==> config.mk <==
export PLATFORM = sky130hd
export DESIGN_NAME = ex_mem_hazard_unit
export DESIGN_NICKNAME = d
export VERILOG_FILES = /design/src/rtl/ex_mem_hazard_unit_pkg.sv /design/src/rtl/ex_mem_hazard_unit_fwd_match.sv /design/src/rtl/ex_mem_hazard_unit.sv
export SDC_FILE = /design/constraint.sdc
export NUM_CORES = 1
export LEC_CHECK = 0
export CORE_MARGIN = 5
export CORE_UTILIZATION = 31
export CTS_CLUSTER_SIZE = 14
export DETAILED_ROUTE_END_ITERATION = 6
export GPL_TIMING_DRIVEN = 0
export HOLD_SLACK_MARGIN = 0.02
export MAX_ROUTING_LAYER = met4
export PLACE_DENSITY = 0.76
export SYNTH_ARGS = -nofsm -noshare
export SYNTH_HDL_FRONTEND = slang
export SYNTH_SLANG_ARGS = --single-unit
export TNS_END_PERCENT = 30
==> constraint.sdc <==
create_clock -name clk -period 2 [get_ports clk]
set_input_delay 0.4 -clock clk [delete_from_list [all_inputs] [get_ports clk]]
set_output_delay 0.4 -clock clk [all_outputs]
set_load 0.01 [all_outputs]
==> src/rtl/ex_mem_hazard_unit_pkg.sv <==
// Shared definitions for the EX/MEM pipeline register and hazard unit:
// widths, forwarding select encodings, MemtoReg encodings and the EX/MEM payload.
package ex_mem_hazard_unit_pkg;

   localparam int unsigned REG_AW = 5;
   localparam int unsigned DATA_W = 32;
   localparam int unsigned SEL_W  = 2;
   localparam int unsigned MTR_W  = 2;

   localparam logic [REG_AW-1:0] REG_ZERO = 5'd0;

   // EX-stage ALU operand selects
   localparam logic [SEL_W-1:0] FWD_REG = 2'd0;
   localparam logic [SEL_W-1:0] FWD_WB  = 2'd1;
   localparam logic [SEL_W-1:0] FWD_MEM = 2'd2;

   // ID-stage branch comparator selects
   localparam logic [SEL_W-1:0] FWDID_REG = 2'd0;
   localparam logic [SEL_W-1:0] FWDID_MEM = 2'd1;
   localparam logic [SEL_W-1:0] FWDID_EX  = 2'd2;

   // Writeback source select
   localparam logic [MTR_W-1:0] MTR_ALU = 2'd0;
   localparam logic [MTR_W-1:0] MTR_MEM = 2'd1;
   localparam logic [MTR_W-1:0] MTR_PC4 = 2'd2;

   // Contents of the EX/MEM pipeline register
   typedef struct packed {
      logic [MTR_W-1:0]  mem_to_reg;
      logic              reg_write;
      logic              mem_write;
      logic              mem_read;
      logic [REG_AW-1:0] waddr;
      logic [DATA_W-1:0] pc;
      logic [DATA_W-1:0] alu_result;
      logic [DATA_W-1:0] wdata;
   } ex_mem_t;

endpackage

==> src/rtl/ex_mem_hazard_unit_fwd_match.sv <==
// Producer/consumer register match: an enabled write to a nonzero register
// whose address equals the source register being read.
module ex_mem_hazard_unit_fwd_match
   import ex_mem_hazard_unit_pkg::*;
(
   input  logic              i_we,
   input  logic [REG_AW-1:0] i_waddr,
   input  logic [REG_AW-1:0] i_raddr,
   output logic              o_hit_c
);

   assign o_hit_c = i_we && (i_waddr != REG_ZERO) && (i_waddr == i_raddr);

endmodule

==> src/rtl/ex_mem_hazard_unit.sv <==
// EX/MEM pipeline register plus forwarding-select and hazard/flush generation
// for the 5-stage MIPS core.
// Build option FWD_EX_TO_ID_EN: when defined, the ID branch comparator may take
// the EX-stage ALU result directly; when undefined, a branch that depends on
// an EX-stage write is stalled for one cycle instead.
module ex_mem_hazard_unit
   import ex_mem_hazard_unit_pkg::*;
(
   input  logic              clk,
   input  logic              reset,
   input  logic [MTR_W-1:0]  WB_MemtoReg_ex,
   output logic [MTR_W-1:0]  WB_MemtoReg_mem,
   input  logic              WB_RegWrite_ex,
   output logic              WB_RegWrite_mem,
   input  logic              MEM_MemWrite_ex,
   output logic              MEM_MemWrite_mem,
   input  logic              MEM_MemRead_ex,
   output logic              MEM_MemRead_mem,
   input  logic [REG_AW-1:0] RegWriteAddress_ex,
   output logic [REG_AW-1:0] RegWriteAddress_mem,
   input  logic [DATA_W-1:0] PC_ex,
   output logic [DATA_W-1:0] PC_mem,
   input  logic [DATA_W-1:0] ALU_out,
   output logic [DATA_W-1:0] ALUResult_mem,
   input  logic [DATA_W-1:0] RealOut2,
   output logic [DATA_W-1:0] MemWriteData_mem,
   input  logic              WB_RegWrite_wb,
   input  logic [REG_AW-1:0] RegWriteAddress_wb,
   input  logic [REG_AW-1:0] RsAddress_ex,
   input  logic [REG_AW-1:0] RtAddress_ex,
   input  logic [REG_AW-1:0] RsAddress_id,
   input  logic [REG_AW-1:0] RtAddress_id,
   input  logic              Branch_id,
   input  logic              Whether_branch,
   input  logic              Whether_jump,
   output logic [SEL_W-1:0]  ForwardA,
   output logic [SEL_W-1:0]  ForwardB,
   output logic [SEL_W-1:0]  ForwardC,
   output logic [SEL_W-1:0]  ForwardD,
   output logic              Keep_current_PC,
   output logic              IF_ID_keep,
   output logic              stall,
   output logic              flush
);

   ex_mem_t r_ex_mem;
   ex_mem_t w_ex_mem_d;

   logic w_mem_rs_ex, w_mem_rt_ex, w_wb_rs_ex, w_wb_rt_ex;
   logic w_ex_rs_id, w_ex_rt_id, w_mem_rs_id, w_mem_rt_id;
   logic w_lu_rs_id, w_lu_rt_id, w_ld_rs_id, w_ld_rt_id;
   logic w_ex_fwd_en;
   logic w_ex_dep_stall;
   logic w_hazard;

   assign w_ex_mem_d = '{mem_to_reg: WB_MemtoReg_ex,
                         reg_write:  WB_RegWrite_ex,
                         mem_write:  MEM_MemWrite_ex,
                         mem_read:   MEM_MemRead_ex,
                         waddr:      RegWriteAddress_ex,
                         pc:         PC_ex,
                         alu_result: ALU_out,
                         wdata:      RealOut2};

   // EX/MEM pipeline register: unconditional capture, cleared by reset
   always_ff @(posedge clk) begin
      if (reset) r_ex_mem <= '0;
      else       r_ex_mem <= w_ex_mem_d;
   end

   assign WB_MemtoReg_mem     = r_ex_mem.mem_to_reg;
   assign WB_RegWrite_mem     = r_ex_mem.reg_write;
   assign MEM_MemWrite_mem    = r_ex_mem.mem_write;
   assign MEM_MemRead_mem     = r_ex_mem.mem_read;
   assign RegWriteAddress_mem = r_ex_mem.waddr;
   assign PC_mem              = r_ex_mem.pc;
   assign ALUResult_mem       = r_ex_mem.alu_result;
   assign MemWriteData_mem    = r_ex_mem.wdata;

   // Register matches for EX-stage operands (MEM and WB producers)
   ex_mem_hazard_unit_fwd_match u_mem_rs_ex (.i_we(r_ex_mem.reg_write), .i_waddr(r_ex_mem.waddr),    .i_raddr(RsAddress_ex), .o_hit_c(w_mem_rs_ex));
   ex_mem_hazard_unit_fwd_match u_mem_rt_ex (.i_we(r_ex_mem.reg_write), .i_waddr(r_ex_mem.waddr),    .i_raddr(RtAddress_ex), .o_hit_c(w_mem_rt_ex));
   ex_mem_hazard_unit_fwd_match u_wb_rs_ex  (.i_we(WB_RegWrite_wb),     .i_waddr(RegWriteAddress_wb), .i_raddr(RsAddress_ex), .o_hit_c(w_wb_rs_ex));
   ex_mem_hazard_unit_fwd_match u_wb_rt_ex  (.i_we(WB_RegWrite_wb),     .i_waddr(RegWriteAddress_wb), .i_raddr(RtAddress_ex), .o_hit_c(w_wb_rt_ex));

   // Register matches for ID-stage operands (EX and MEM producers)
   ex_mem_hazard_unit_fwd_match u_ex_rs_id  (.i_we(WB_RegWrite_ex),     .i_waddr(RegWriteAddress_ex), .i_raddr(RsAddress_id), .o_hit_c(w_ex_rs_id));
   ex_mem_hazard_unit_fwd_match u_ex_rt_id  (.i_we(WB_RegWrite_ex),     .i_waddr(RegWriteAddress_ex), .i_raddr(RtAddress_id), .o_hit_c(w_ex_rt_id));
   ex_mem_hazard_unit_fwd_match u_mem_rs_id (.i_we(r_ex_mem.reg_write), .i_waddr(r_ex_mem.waddr),    .i_raddr(RsAddress_id), .o_hit_c(w_mem_rs_id));
   ex_mem_hazard_unit_fwd_match u_mem_rt_id (.i_we(r_ex_mem.reg_write), .i_waddr(r_ex_mem.waddr),    .i_raddr(RtAddress_id), .o_hit_c(w_mem_rt_id));

   // Load in EX whose rt destination is read by ID (load-use)
   ex_mem_hazard_unit_fwd_match u_lu_rs_id  (.i_we(MEM_MemRead_ex),     .i_waddr(RtAddress_ex),       .i_raddr(RsAddress_id), .o_hit_c(w_lu_rs_id));
   ex_mem_hazard_unit_fwd_match u_lu_rt_id  (.i_we(MEM_MemRead_ex),     .i_waddr(RtAddress_ex),       .i_raddr(RtAddress_id), .o_hit_c(w_lu_rt_id));

   // Load in MEM whose destination feeds an ID branch compare
   ex_mem_hazard_unit_fwd_match u_ld_rs_id  (.i_we(r_ex_mem.mem_read),  .i_waddr(r_ex_mem.waddr),    .i_raddr(RsAddress_id), .o_hit_c(w_ld_rs_id));
   ex_mem_hazard_unit_fwd_match u_ld_rt_id  (.i_we(r_ex_mem.mem_read),  .i_waddr(r_ex_mem.waddr),    .i_raddr(RtAddress_id), .o_hit_c(w_ld_rt_id));

`ifdef FWD_EX_TO_ID_EN
   assign w_ex_fwd_en    = 1'b1;
   assign w_ex_dep_stall = 1'b0;
`else
   // Without the EX-to-ID path a dependent branch waits one cycle for MEM
   assign w_ex_fwd_en    = 1'b0;
   assign w_ex_dep_stall = Branch_id & (w_ex_rs_id | w_ex_rt_id);
`endif

   // EX operand selects: the younger MEM result wins over WB
   always_comb begin
      ForwardA = FWD_REG;
      ForwardB = FWD_REG;
      if (w_mem_rs_ex)     ForwardA = FWD_MEM;
      else if (w_wb_rs_ex) ForwardA = FWD_WB;
      if (w_mem_rt_ex)     ForwardB = FWD_MEM;
      else if (w_wb_rt_ex) ForwardB = FWD_WB;
   end

   // ID compare selects: EX result (if enabled) wins over MEM
   always_comb begin
      ForwardC = FWDID_REG;
      ForwardD = FWDID_REG;
      if (w_ex_fwd_en && w_ex_rs_id) ForwardC = FWDID_EX;
      else if (w_mem_rs_id)          ForwardC = FWDID_MEM;
      if (w_ex_fwd_en && w_ex_rt_id) ForwardD = FWDID_EX;
      else if (w_mem_rt_id)          ForwardD = FWDID_MEM;
   end

   // Hazard detection; stall takes priority over flush, all quiet in reset
   always_comb begin
      Keep_current_PC = 1'b0;
      IF_ID_keep      = 1'b0;
      stall           = 1'b0;
      flush           = 1'b0;
      w_hazard = w_lu_rs_id | w_lu_rt_id
               | (Branch_id & (w_ld_rs_id | w_ld_rt_id))
               | w_ex_dep_stall;
      if (!reset) begin
         Keep_current_PC = w_hazard;
         IF_ID_keep      = w_hazard;
         stall           = w_hazard;
         flush           = (Whether_branch | Whether_jump) & ~w_hazard;
      end
   end

endmodule

==> results.txt <==
status = finished, violations left
failing checks = negative setup slack
Root Buffer = clkbuf_16
synth-to-layout area growth = 83.78%
vias in the first global route = 3318
Max Freq = 441.7 MHz
Worst Path Arrival = 1.86 ns
Max Cap Viol = 0
setup TNS = -1.318 ns
Die Span Y = 118.0 um
DRT antenna net count = 0
VDD IR-drop max = 0.4937 mV
Hold Crit Class = in2reg
Comb pwr share = 17.5%
Die X = 118.0 um
clock sinks = 106
Seq cells post-synth = 106
Cell variety after synth = 26
DP Worst Slack = -1.050 ns
dpl hpwl = 9.664 mm
CTS tree = yes
Worst path max stage delay = 0.51 ns
Worst Setup Start Kind = input port
Sw Ratio = 24.21%
cell-internal power = 3.629 mW
# DRC = 0
Post-synth EDFFs = 0
IO Pins = 255
CP Capture Type = output port
Pins Over Slew Limit = 0
fin area = 6648 um^2
initial DRC count = 159
share of cells above drive strength 1 = 11.87%
placer congestion estimate = 0.8706
H-tree levels = 3
CTS Buf Count = 9
Die Area = 13930 um^2
Synth Instances = 332
RSZ-0062 raised after global routing = true
Ys Warns = 0
placeable core area = 11420 um^2
WL final = 11.67 mm
Worst-path clk slew = 0.07 ns
Hold WS = 0.3213 ns
Worst EP required = 1.60 ns
largest fanout on the critical path = 3
Hold Buf Count CTS = 0
synth top area cells = dfxtp_1, nor2b_1, xor2_1
DR pass1 iterations = 4
global-route wire length before repair = 18.01 mm
# fillers = 1005
Tot GR Track Use = 16.83%
period utilization = 113.2%
Reg power frac = 47.3%
Post-synth ARST share = 0%
DR vias = 3158
Pleak = 2.615 nW
Psw = 1.159 mW
top cells by count, synth = dfxtp_1, nor2b_1, xor2_1
CP bufs+invs = 3
part of the power in the clock network = 35.2%
wire per inst = 15.75 um
CP Cell Sequence = buf_8 > or4_4 > o211ai_1 > a21oi_2 > o31a_1 > buf_4 > buf_6
I/O Buffers = 246
Post-Syn Area per Cell = 10.90 um^2
# setup viols final = 7
pwr/cell area = 720.2 nW/um^2
row cnt = 39
largest net degree at the start of global routing = 20
Initial Utilization = 31.68%
post-synth top area share = 58.66%
CP delay by family, top = compound AO/OA/AOI/OAI gates
total gr overflow = 0
critical path's slowest cell = or4_4
setup ws final = -0.2639 ns
ys flop type = dfxtp_1
clock period minus worst slack = 2.264 ns
Mapped Area = 3617 um^2
Seq/Total Area, Yosys = 58.66%
final core utilization = 58.22%
area leader, netlist = dfxtp_1
Via density = 4.262
initial antenna violation count = 0
clk buf depth = 2
placed cell areas = 6264 um^2
Hold Fails Final Rpt = 0
CP Class = in2out
NumNets Final = 730
Ant. Diodes = 0
## path summary, 6_finish.rpt
kind              slack [ns]             startpoint  depth (start not counted)                endpoint
hold / removal          0.32  RegWriteAddress_ex[4]                          2  RegWriteAddress_mem[4]
setup / recovery       -0.26  RegWriteAddress_ex[3]                          7         Keep_current_PC
## stage by stage
| stage | total power [mW] | instances |
|---|---|---|
| after floorplan | 2.586 | 333 |
| after global placement | 3.133 | 722 |
| after detailed placement | 3.150 | 722 |
| after CTS | 4.842 | 738 |
| after global routing | 4.978 | 741 |
| final | 4.788 | 741 |
## power groups by stage
stage	registers, mW	clock network [mW]	logic (mW)
floorplan	2.36	0	0.224
global placement	2.30	0	0.832
detailed placement	2.30	0	0.845
CTS	2.26	1.74	0.840
global route	2.27	1.81	0.897
finish	2.26	1.69	0.839
## layout by cell type (no fill, tap or decap), drive strengths merged
master and instances:
inv 3, o31a 1, or4 5, nor3 7, dlygate4sd2 17, o21ai 3
conb 2, clkdlybuf4s15 6, clkbuf 22, nor2b 106, xnor2 18, o211ai 1
nand2 2, clkdlybuf4s50 210, xor2 32, nand3 9, dfxtp 106, a21oi 3
buf 33, nor4 5, clkinv 3, nor2 3, clkinvlp 1
## state kept, by name, indices dropped and copies added, names as in the netlist
| register | flops |
|---|---|
| WB_RegWrite_mem | 1 |
| MEM_MemRead_mem | 1 |
| MEM_MemWrite_mem | 1 |
| MemWriteData_mem | 32 |
| PC_mem | 32 |
| WB_MemtoReg_mem | 2 |
| RegWriteAddress_mem | 5 |
| ALUResult_mem | 32 |
## what timing repair did
item                                    in CTS  in global routing
setup buffers                                5                  3
resized for setup                          108                  8
endpoints found under the setup margin      10                 10
pin swaps                                   15                  9
## cell families after synthesis
group,count (synthesis),synth area share (%)
XOR/XNOR,50,12.11
buffers and inverters,30,4.393
flip-flops,106,58.66
AO/OA/AOI/OAI,8,1.487
AND/OR/NAND/NOR,137,23.24
other,1,0.1037
## metal layers
layer  vias to the layer above  track usage (%)  share of wire [%]
li1                       1542                -                  -
met1                      1426            17.67                 39
met2                       168            29.53                 51
met3                        22            5.574                8.0
met4                         0            5.878                2.1
met5                         -                -                  0
## final cells by class
cell class	instances	area, um^2	area share [%]
multi-input combinational	197	1416	21.31
inverter	1	3.754	0.05647
buffer	24	138.9	2.089
timing repair buffer	254	2479	37.29
clock buffer	10	229.0	3.444
tap	143	178.9	2.692
sequential	106	2141	32.20
clock inverter	6	61.31	0.9223
Power figures use the tool's default switching activity.
